[src/rtl/vu_commit_retire_ctrl.sv]
// rtl/vu_commit_retire_ctrl.sv - commit grant, in-order retire check, issue credits and flush drain
// Consumes the vector unit's aggregated commits and hands retired issue numbers to the scalar side.
module vu_commit_retire_ctrl #(
   parameter int WIDTH_ISSUE  = 7,
   parameter int MAX_INFLIGHT = 4
) (
   input  logic                   clock,
   input  logic                   reset,
   input  logic                   I_Issue_Req,
   input  logic [WIDTH_ISSUE-1:0] I_Issue_No,
   output logic                   O_Issue_Stall,
   input  logic                   I_Commit_Req,
   input  logic [WIDTH_ISSUE-1:0] I_Commit_No,
   output logic                   O_Commit_Grant,
   output logic                   O_Retire_Valid,
   output logic [WIDTH_ISSUE-1:0] O_Retire_No,
   input  logic                   I_Retire_Ready,
   input  logic                   I_Flush,
   output logic                   O_Empty,
   output logic                   O_Err_Order
);

   localparam int CNT_W = $clog2(MAX_INFLIGHT + 1);
   localparam int PTR_W = (MAX_INFLIGHT > 1) ? $clog2(MAX_INFLIGHT) : 1;
   localparam logic [CNT_W-1:0] CNT_MAX  = CNT_W'(MAX_INFLIGHT);
   localparam logic [PTR_W-1:0] PTR_LAST = PTR_W'(MAX_INFLIGHT - 1);

   typedef enum logic {ST_RUN, ST_DRAIN} state_t;

   state_t                 state_q, state_d;
   logic [CNT_W-1:0]       cnt_q, cnt_d;
   logic [PTR_W-1:0]       wr_ptr_q, wr_ptr_d;
   logic [PTR_W-1:0]       rd_ptr_q, rd_ptr_d;
   logic [WIDTH_ISSUE-1:0] fifo_q [MAX_INFLIGHT];
   logic [WIDTH_ISSUE-1:0] fifo_d [MAX_INFLIGHT];
   logic                   retire_valid_q, retire_valid_d;
   logic [WIDTH_ISSUE-1:0] retire_no_q, retire_no_d;
   logic                   err_order_q, err_order_d;

   logic issue_acc;
   logic slot_free;
   logic grant;

   function automatic logic [PTR_W-1:0] ptr_inc(input logic [PTR_W-1:0] p);
      return (p == PTR_LAST) ? '0 : p + PTR_W'(1);
   endfunction

   always_comb begin
      O_Issue_Stall  = (cnt_q == CNT_MAX) | (state_q == ST_DRAIN);
      slot_free      = ~retire_valid_q | I_Retire_Ready;
      grant          = I_Commit_Req & slot_free & (cnt_q != '0);
      issue_acc      = I_Issue_Req & ~O_Issue_Stall;
      O_Commit_Grant = grant;
      O_Retire_Valid = retire_valid_q;
      O_Retire_No    = retire_no_q;
      O_Empty        = (cnt_q == '0) & ~retire_valid_q;
      O_Err_Order    = err_order_q;
   end

   always_comb begin
      fifo_d         = fifo_q;
      wr_ptr_d       = wr_ptr_q;
      rd_ptr_d       = rd_ptr_q;
      cnt_d          = cnt_q;
      retire_valid_d = retire_valid_q;
      retire_no_d    = retire_no_q;
      err_order_d    = err_order_q;
      state_d        = state_q;

      if (issue_acc) begin
         fifo_d[wr_ptr_q] = I_Issue_No;
         wr_ptr_d         = ptr_inc(wr_ptr_q);
      end
      if (grant) begin
         rd_ptr_d = ptr_inc(rd_ptr_q);
      end

      case ({issue_acc, grant})
         2'b10:   cnt_d = cnt_q + CNT_W'(1);
         2'b01:   cnt_d = cnt_q - CNT_W'(1);
         default: cnt_d = cnt_q;
      endcase

      // A granted commit always retires, even when it flags an ordering error.
      if (grant) begin
         retire_valid_d = 1'b1;
         retire_no_d    = I_Commit_No;
      end else if (retire_valid_q & I_Retire_Ready) begin
         retire_valid_d = 1'b0;
      end

      if (grant && (I_Commit_No != fifo_q[rd_ptr_q])) begin
         err_order_d = 1'b1;
      end
      if (I_Commit_Req && (cnt_q == '0)) begin
         err_order_d = 1'b1;
      end

      case (state_q)
         ST_RUN: begin
            if (I_Flush) state_d = ST_DRAIN;
         end
         ST_DRAIN: begin
            if ((cnt_q == '0) && !retire_valid_q) state_d = ST_RUN;
         end
         default: state_d = ST_RUN;
      endcase
   end

   always_ff @(posedge clock or posedge reset) begin
      if (reset) begin
         state_q        <= ST_RUN;
         cnt_q          <= '0;
         wr_ptr_q       <= '0;
         rd_ptr_q       <= '0;
         retire_valid_q <= 1'b0;
         retire_no_q    <= '0;
         err_order_q    <= 1'b0;
         for (int i = 0; i < MAX_INFLIGHT; i++) begin
            fifo_q[i] <= '0;
         end
      end else begin
         state_q        <= state_d;
         cnt_q          <= cnt_d;
         wr_ptr_q       <= wr_ptr_d;
         rd_ptr_q       <= rd_ptr_d;
         retire_valid_q <= retire_valid_d;
         retire_no_q    <= retire_no_d;
         err_order_q    <= err_order_d;
         fifo_q         <= fifo_d;
      end
   end

endmodule
[config.mk]
export PLATFORM = sky130hd
export DESIGN_NAME = vu_commit_retire_ctrl
export DESIGN_NICKNAME = d
export VERILOG_FILES = /design/src/rtl/vu_commit_retire_ctrl.sv
export SDC_FILE = /design/constraint.sdc
export NUM_CORES = 1
export LEC_CHECK = 0
export BUFFER_PORTS_ARGS = -buffer_cell sky130_fd_sc_hd__buf_2
export CAP_MARGIN = 20
export CORE_ASPECT_RATIO = 0.5
export CORE_MARGIN = 2
export CORE_UTILIZATION = 30
export CTS_CLUSTER_SIZE = 12
export DETAILED_ROUTE_END_ITERATION = 8
export GPL_ROUTABILITY_DRIVEN = 0
export PLACE_DENSITY_LB_ADDON = 0.08
export SLEW_MARGIN = 20
export SYNTH_ARGS = -nofsm -noshare
export SYNTH_HDL_FRONTEND = slang
export SYNTH_SLANG_ARGS = --single-unit
export TNS_END_PERCENT = 30
[constraint.sdc]
create_clock -name clock -period 5.2 [get_ports clock]
set_clock_uncertainty 0.1 [all_clocks]
set_input_delay 0.26 -clock clock [delete_from_list [all_inputs] [get_ports clock]]
set_output_delay 0.26 -clock clock [all_outputs]
set_load 0.02 [all_outputs]
# Yosys cells after proc, flatten, opt, wreduce, memory -nomap -nowiden
# Cells that the tools add are included.
[classes]
eq_ne = 6
magnitude_cmp = 3
n_reduce_logical = 10
bitwise_logic = 12
addsub = 4
n_mux = 16
[op_table]
columns = ["operator", "n"]
rows = [
  ["$bwmux W28", 1],
  ["$mux W7", 3],
  ["$bmux W7 S2", 1],
  ["$demux W7 S2", 1],
  ["$ne A7 B7 Y1", 1],
  ["$eq A2 B2 Y1 const B", 3],
  ["$ge A3 B3 Y1 const B", 2],
  ["$mux W1", 6],
  ["$not A2 Y3", 2],
  ["$pmux W3 S2", 1],
  ["$reduce_bool A2 Y1", 3],
  ["$and A1 B1 Y1", 5],
  ["$add A2 B1 Y2 const B", 2],
  ["$logic_and A1 B1 Y1", 4],
  ["$mux W2", 2],
  ["$add A3 B1 Y3 const B", 1],
  ["$eq A3 B3 Y1 const B", 1],
  ["$logic_not A3 Y1", 1],
  ["$lt A3 B1 Y1 const B", 1],
  ["$not A1 Y1", 3],
  ["$reduce_bool A3 Y1", 1],
  ["$sub A3 B1 Y3 const B", 1],
  ["$eq A2 B1 Y1 const B", 1],
  ["$or A1 B1 Y1", 2],
  ["2 further kinds", 2],
]
[totals]
output_inout_bits = 12
regBits = 45
wordCells = 62
inputBits = 20

# Longest topological paths before layout
# Gate-level depths: netlist (run 1).
[depth]
ltp_word = 8
depth_mapped = 10
ltp_nobuf = 9

# Least setup slack after synthesis (run 1)
# No wires, ideal clock.
[synth_timing]
kind = "reg2reg"
start = "register cnt_q[2]"
end = "register cnt_q[2]"
setup_slack_ns = 2.881
stages_incl_launch_ff = 11
period_less_slack_ns = 2.319
required_ns = 5.021
n_path_buf = 2
arrival_ns = 2.139
path_cell_list = "dfrtp_1 clkbuf_1 o31ai_1 a21oi_1 buf_2 ha_1 inv_1 fa_1 xor2_1 nor2_1 xor2_1"
[synth_via]
word_cells_on_any_way = 12
classes_between = "add/sub: 2; eq/ne: 3; mux: 1; bitwise: 4; reduce/logical: 2"
[synth_rtl]
columns = ["element", "line", "rtl"]
rows = [
  ["start, declared", "31", "logic [CNT_W-1:0] cnt_q, cnt_d;"],
  ["start signal, assigned", "124", "cnt_q <= cnt_d;"],
  ["$reduce_bool A3 Y1 *", "51", "grant = I_Commit_Req & slot_free & (cnt_q != '0);"],
  ["$and A1 B1 Y1 *", "51", ""],
  ["via O_Commit_Grant", "14", "output logic O_Commit_Grant,"],
  ["$eq A2 B1 Y1 / $eq A2 B2 Y1 (equally long branches)", "78", "case ({issue_acc, grant})"],
  ["$pmux W3 S2 / $reduce_bool A2 Y1 (equally long branches)", "-", ""],
]
# Mark *: on every way through the listed nets, which the timed path passes. The rest lies on a longest branch.
# A chain may end at the register's enable or synchronous reset.

# Worst setup path after layout (run 1)
[layout_timing]
start = "register cnt_q[2]"
end = "register cnt_q[2]"
[layout_via]
elab_chain_len = 6
word_cells_on_any_way = 12
classes_between = "add/sub: 2; eq/ne: 3; mux: 1; bitwise: 4; reduce/logical: 2"
[layout_lines]
columns = ["element", "line", "rtl"]
rows = [
  ["$eq A3 B3 Y1", "49", "O_Issue_Stall = (cnt_q == CNT_MAX) | (state_q == ST_DRAIN);"],
  ["$or A1 B1 Y1", "49", ""],
  ["$not A1 Y1", "52", "issue_acc = I_Issue_Req & ~O_Issue_Stall;"],
  ["$and A1 B1 Y1", "52", ""],
  ["$eq A2 B1 Y1 / $eq A2 B2 Y1 (equally long branches)", "78", ""],
  ["$pmux W3 S2 / $reduce_bool A2 Y1 (equally long branches)", "-", ""],
]
# Parallel ways exist; a longest one is shown, timed or not.

==> run_results.csv, run 1 <==
group,metric,value,unit
layout,final_cell_mix,"dfrtp_1 (45), mux2_2 (37), buf_2 (31), inv_1 (9), xor2_1 (9)",
power_and_ir_drop,leakage,1.17,nW
global_routing,grt_pass1_wl,7.15,mm
cts,cts_setup_buffers,0,
worst_setup_path,crit_path_end_kind,"register",
cts,clk_latency,0.28,ns
flow_run,drv_cap,0,
global_routing,gr-usage-all-layers,12.5,%
cts,hold_buffers,0,
cts,clock_path_buffers,2,
drt,drtAntennaViolNets,0,
synthesis,synth_xor_area_share,4.17,%
placement,placed_cells,268,
synthesis,synth_compound_area_share,3.46,%
synthesis,synth_top_area_cell,"dfrtp_1",
synthesis,synth-warning-count,0,
synthesis,syn_nets,174,
layout,drive_gt1_share,48.4,%
worst_setup_path,crit_family,"adder cells",
worst_setup_path,arrival,2.35,ns
synthesis,async_flop_share,100,%
timing,setup_viol,0,
die,rows,21,
layout,n_fill_cell,684,
timing,tightest_slew,0.587,ns
die,pin_count,32,
drt,drt_iter0_drc,53,
die,dieArea,7720,um2
drt,drt-total-wl,4.28,mm
placement,io_buffers,31,
synthesis,syn_inst,147,
worst_setup_path,cp_slowest_cell,"dfrtp_1",
layout,antenna_cells,0,
synthesis,synthFlopType,"dfrtp_1",
worst_setup_path,critPathRequiredTime,5.30,ns
timing,clock.fmax,446,MHz
worst_setup_path,crit_top_cell,"xor2_1",
cts,clkTransAtPathRegs,0.06,ns
layout,final_cells,274,
worst_setup_path,critPathBufInv,2,
cts,root_buffer,"clkbuf_16",
synthesis,synthMuxAreaShare,27.8,%
synthesis,synth_top_family_by_area,"multiplexers",
worst_setup_path,worst_path_largest_cell_delay,0.49,ns
cts,clkSinkCount,45,
status,status,"complete, no violations",
worst_setup_path,crit_type,"register to register",
timing,rsz0062_at_grt,"no",
die,core_area,6730,um2
layout,nNetsFinal,210,
global_routing,grt_max_degree,46,
global_routing,grt_overflow,0,
drt,wire_per_inst,15.6,um
global_routing,grt_pass1_vias,1336,
layout,layout_commonest_cell,"dfrtp_1",
synthesis,synth.top_cell.area_share,53.6,%
layout,syn2layout_area_growth,19.0,%
synthesis,synth_adder_area_share,4.53,%
timing,slew_violations,0,
drt,drt_first_pass_iters,4,
drt,vias_per_cell,4.48,
timing,hold_viol,0,
cts,cts_tree,"yes",
synthesis,synthTopCellsByArea,"dfrtp_1 (54%), mux2_2 (20%), mux4_2 (7.5%)",
worst_hold_path,hp-class,"input port to asynchronous set/reset pin",
worst_setup_path,startpoint_type,"register",
worst_setup_path,crit_fanout,12,
synthesis,synth-edff-count,0,
worst_setup_path,worstPathCellList,"o31ai_1, a21oi_1, buf_4, ha_1, inv_1, fa_1, xor2_1, nor2_1, xor2_1",
cts,htreeDepth,2,
drt,dr_total_vias,1228,
placement,dp_hpwl,3.07,mm
die,dieWidth,122,um
timing,period_share,43.1,%
synthesis,syn_area,2100,um2
drt,drc,0,
timing,slew_headroom,60.8,%
die,die_h,63.2,um
cts,cts_inserted_buffers,5,
synthesis,avgSynthCellArea,14.3,um2
synthesis,synth_cell_types,22,
die,start_util,31.2,%
global_routing,grt_antenna_before_repair,0,
timing,min_period,2.24,ns
power_and_ir_drop,power_density,559,nW/um2
cts,cts_resized,0,
synthesis,ys_seq_area_share,53.6,%
timing,setup_tns,0,ns
power_and_ir_drop,ir_drop,165,uV
synthesis,synth_simple_gate_area_share,3.75,%
synthesis,ys_seq_elements,45,
[metal layers]
metal	global-route usage, %	up-vias	routed length (um)
li1	-	582	-
met2	17.5	24	1830
met3	3.26	2	207
met4	4.31	0	40
met1	18.4	620	2210
met5	0	-	0
[per-stage QoR]
stage	power (mW)	setup WS, ns	cell area (um2)	hold slack, ns	utilization [%]
after global placement	1.11	3.01	2370	0.348	35.2
after global routing	1.51	2.76	2500	0.0875	37.1
after detailed placement	1.12	2.95	2370	0.346	35.2
after CTS	1.42	2.93	2500	0.0483	37.1
final	1.40	2.96	2500	0.0203	37.1
after floorplan	0.992	2.88	2100	0.267	-
[worst min-delay path, delay by kind of cell]
kind	cells	cell delay, ns
buffers and inverters	3	0.61
[report_power, final]
| part | switching, mW | internal (mW) | total (mW) |
|---|---|---|---|
| registers | 0.125 | 0.502 | 0.627 |
| clock network | 0.119 | 0.172 | 0.291 |
| logic | 0.206 | 0.273 | 0.479 |
[cell usage after synthesis (2+ instances only)]
cell type,n
nand2_2,4
a21o_1,2
dfrtp_1,45
nor2_1,6
buf_2,2
inv_1,10
o21ai_0,3
ha_1,6
nand2_1,2
xor2_1,9
mux4_2,7
nor4_1,3
a21oi_1,3
mux2_2,37
[worst paths after layout]
kind / start / to / slack, ns / cells after the start
worst max-delay path: cnt_q[2] / cnt_q[2] / 2.96 / 9
worst min-delay path: reset / O_Retire_No[2] / 0.02 / 3
worst max register to register: cnt_q[2] / cnt_q[2] / 2.96 / 9
worst min register to register: O_Retire_No[2] / O_Retire_No[2] / 0.40 / 1
max in group asynchronous: reset / fifo_q[14] / 4.58 / 3
min in group clock: I_Retire_Ready / O_Retire_Valid / 0.10 / 2
[flip-flops by register name, summed over array words and instances, names as in the netlist]
signal and count:
O_Retire_Valid 1, cnt_q 3, fifo_q 28, O_Retire_No 7
state_q 1, wr_ptr_q 2, rd_ptr_q 2, O_Err_Order 1
[final cells by class]
class / instances / area (um2) / area share, %
Sequential cell: 45 / 1130 / 45.1
Multi-Input combinational cell: 88 / 918 / 36.8
Timing Repair Buffer: 33 / 170 / 6.81
Clock buffer: 5 / 125 / 5.01
Tap cell: 92 / 115 / 4.61
Inverter: 10 / 37.5 / 1.50
Clock inverter: 1 / 5.00 / 0.200
[logic make-up (layout without fill, tap and decap cells)]
| kind of cell | count (synthesis) | after routing |
|---|---|---|
| AO/OA/AOI/OAI | 10 | 10 |
| AND/OR/NAND/NOR | 16 | 16 |
| flip-flops | 45 | 45 |
| buffers and inverters | 14 | 49 |
| adder cells (fa/ha/maj) | 7 | 7 |
| multiplexers | 45 | 45 |
| XOR/XNOR | 10 | 10 |
Note: power is estimated with default switching activity, not from simulation.
==> run 2: changes to the inputs <==
==> constraint.sdc (replaced) <==
create_clock -name clock -period 1.95 [get_ports clock]
set_clock_uncertainty 0.1 [all_clocks]
set_input_delay 0.0975 -clock clock [delete_from_list [all_inputs] [get_ports clock]]
set_output_delay 0.0975 -clock clock [all_outputs]
set_load 0.02 [all_outputs]
==> run 2 against run 1 <==
  * Sequential power rose to 2.6 times the previous value
  * Sequential share of layout area fell by 5.5 points
  * Count of clock-buffer cells in the layout rose by 1
  * Final cell count rose by 12%
  * Flip-flop and latch count did not move
  * Wire length rose by 4.7%
  * Via count rose by 11%
  * Register-to-register slack got worse by 2.9 ns
  * Non-clock buffer count rose by 30
==> run_results.csv, run 2 (synthesis results as in run 1) <==
group,metric,value,unit
cts,clkSinkCount,45,
timing,tightest_slew,0.416,ns
drt,drc,0,
global_routing,grt_use_met2,19.0,%
power_and_ir_drop,power.internal,2.79,mW
status,status,"complete, no violations",
layout,largest-register,"fifo_q",
power_and_ir_drop,p_sw_share,32.8,%
timing,rsz0062_at_grt,"yes",
worst_setup_path,cp_slowest_cell,"mux4_2",
worst_hold_path,hp-class,"input port to register",
placement,io_buffers,31,
layout,nNetsFinal,240,
cts,clk_latency,0.28,ns
worst_setup_path,critPathRequiredTime,2.00,ns
layout,drive_gt1_share,53.7,%
placement,pre_cts_ws,-0.147,ns
layout,layout_commonest_cell,"dfrtp_1",
cts,cts_tree,"yes",
global_routing,grtUsageMet3,3.80,%
layout,syn2layout_area_growth,35.6,%
global_routing,top_usage_layer,"met2",
cts,clkTransAtPathRegs,0.06,ns
timing,setup_viol,0,
die,rows,21,
drt,drt_iter0_drc,53,
die,pin_count,32,
die,dieWidth,122,um
worst_setup_path,critPathBufInv,1,
power_and_ir_drop,power,4.15,mW
global_routing,grt_pass1_wl,7.33,mm
drt,drt-total-wl,4.49,mm
timing,clock.fmax,523,MHz
power_and_ir_drop,leakage,1.32,nW
layout,n_fill_cell,679,
worst_setup_path,worstPathCellList,"buf_12, mux4_2, xor2_2, nor4_4, a21oi_1",
worst_setup_path,reg2reg_from,"rd_ptr_q[0]",
drt,drt_first_pass_iters,4,
worst_setup_path,worst_path_largest_cell_delay,0.54,ns
worst_setup_path,reg2reg_to,"O_Err_Order",
die,core_area,6730,um2
global_routing,grt_use_met1,18.3,%
global_routing,grt_max_degree,19,
global_routing,grt_pass1_vias,1377,
layout,largest_reg_flops,28,
timing,layout_setup_ws,0.0367,ns
power_and_ir_drop,power_frac_seq,39.2,%
global_routing,gr-usage-all-layers,12.9,%
timing,slew_violations,0,
drt,drtAntennaViolNets,0,
worst_setup_path,reg2reg_slack,0.04,ns
worst_hold_path,hold_depth,2,
worst_hold_path,whs_endpoint,"fifo_q[2]",
cts,clock_path_buffers,2,
timing,hold_viol,0,
worst_setup_path,startpoint_type,"register",
worst_setup_path,crit_path_end_kind,"register",
flow_run,drv_cap,0,
worst_setup_path,crit_fanout,5,
global_routing,grt_antenna_before_repair,0,
timing,period_share,98.1,%
power_and_ir_drop,pwr-share-comb,41.1,%
timing,slew_headroom,72.0,%
worst_setup_path,arrival,1.97,ns
power_and_ir_drop,ir_drop,424,uV
die,start_util,31.2,%
worst_setup_path,crit_type,"register to register",
die,dieArea,7720,um2
power_and_ir_drop,power_density,1460,nW/um2
power_and_ir_drop,pwr-share-clk,19.7,%
cts,cts_inserted_buffers,5,
layout,multi_input_area,976,um2
cts,htreeDepth,2,
global_routing,grt_overflow,0,
layout,antenna_cells,0,
placement,dp_hpwl,3.15,mm
layout,regArea,1130,um2
timing,hold_ws,0.00184,ns
worst_setup_path,cp_num_cells,5,
timing,min_period,1.91,ns
worst_hold_path,min-delay-start,"I_Issue_No[2]",
die,die_h,63.2,um
worst_setup_path,crit_family,"multiplexers",
drt,vias_per_cell,4.44,
drt,dr_total_vias,1358,
power_and_ir_drop,switchingPower,1.36,mW
layout,final_cell_mix,"dfrtp_1 (43), mux2_2 (37), buf_2 (31), dlygate4sd3_1 (16), buf_4 (14)",
cts,root_buffer,"clkbuf_16",
worst_setup_path,worstRegToRegCells,5,
drt,wire_per_inst,14.7,um
[run 2: cell count changes in the layout (fill, tap and decap cells not counted), sizes merged]
cell,before,now
buf,33,47
inv,9,10
clkbuf,5,6
dlygate4sd3,0,16
[run 2: worst max path at each step]
stage,endpoint,from
floorplan,cnt_q[2],cnt_q[2]
global placement,O_Err_Order,rd_ptr_q[0]
detailed placement,O_Err_Order,rd_ptr_q[0]
CTS,O_Err_Order,rd_ptr_q[0]
global route,O_Err_Order,rd_ptr_q[0]
finish,O_Err_Order,rd_ptr_q[0]
[run 2: cell type report]
cell class | count | area share [%]
Sequential cell | 45 | 39.6
Tap cell | 92 | 4.04
Clock inverter | 2 | 0.351
Inverter | 10 | 1.32
Clock buffer | 6 | 4.53
Multi-Input combinational cell | 88 | 34.3
Timing Repair Buffer | 63 | 15.9
[run 2: worst register-to-register path, stage by stage, from the launching register on]
cell,delay [ns]
dfrtp_1,0.40
buf_12,0.13
mux4_2,0.54
xor2_2,0.18
nor4_4,0.32
a21oi_1,0.11
[run 2: per-stage QoR]
stage	area, um2	util, %	std cells	TNS, ns
2_1_floorplan	2150	-	147	-0.0151
3_3_place_gp	2500	37.1	279	-0.122
3_5_place_dp	2500	37.1	279	-0.147
4_1_cts	2800	41.7	303	-0.0141
5_1_grt	2850	42.3	306	-0.136
6_report	2850	42.3	306	0
[run 2: power groups by stage]
| stage | sequential, mW | combinational (mW) | clock (mW) |
|---|---|---|---|
| final | 1.63 | 1.70 | 0.817 |
| after global placement | 1.63 | 1.57 | 0 |
| after detailed placement | 1.64 | 1.58 | 0 |
| after floorplan | 1.62 | 1.10 | 0 |
| after CTS | 1.63 | 1.63 | 0.838 |
| after global routing | 1.69 | 1.87 | 0.896 |
[run 2: per-layer routing]
layer / vias to the layer above / part of all wire [%]
met5: - / 0
met4: 0 / 0.76
met3: 2 / 3.8
met2: 20 / 44
met1: 688 / 51
li1: 648 / -
[run 2: what timing repair did]
| item | CTS | global route |
|---|---|---|
| cloned | 0 | 0 |
| resized for setup | 2 | 4 |
| pin swaps | 1 | 5 |
| endpoints found under the setup margin | 2 | 4 |
| hold buffers | 16 | 0 |
| hold endpoints to repair | 36 | 0 |
| setup buffers | 0 | 3 |
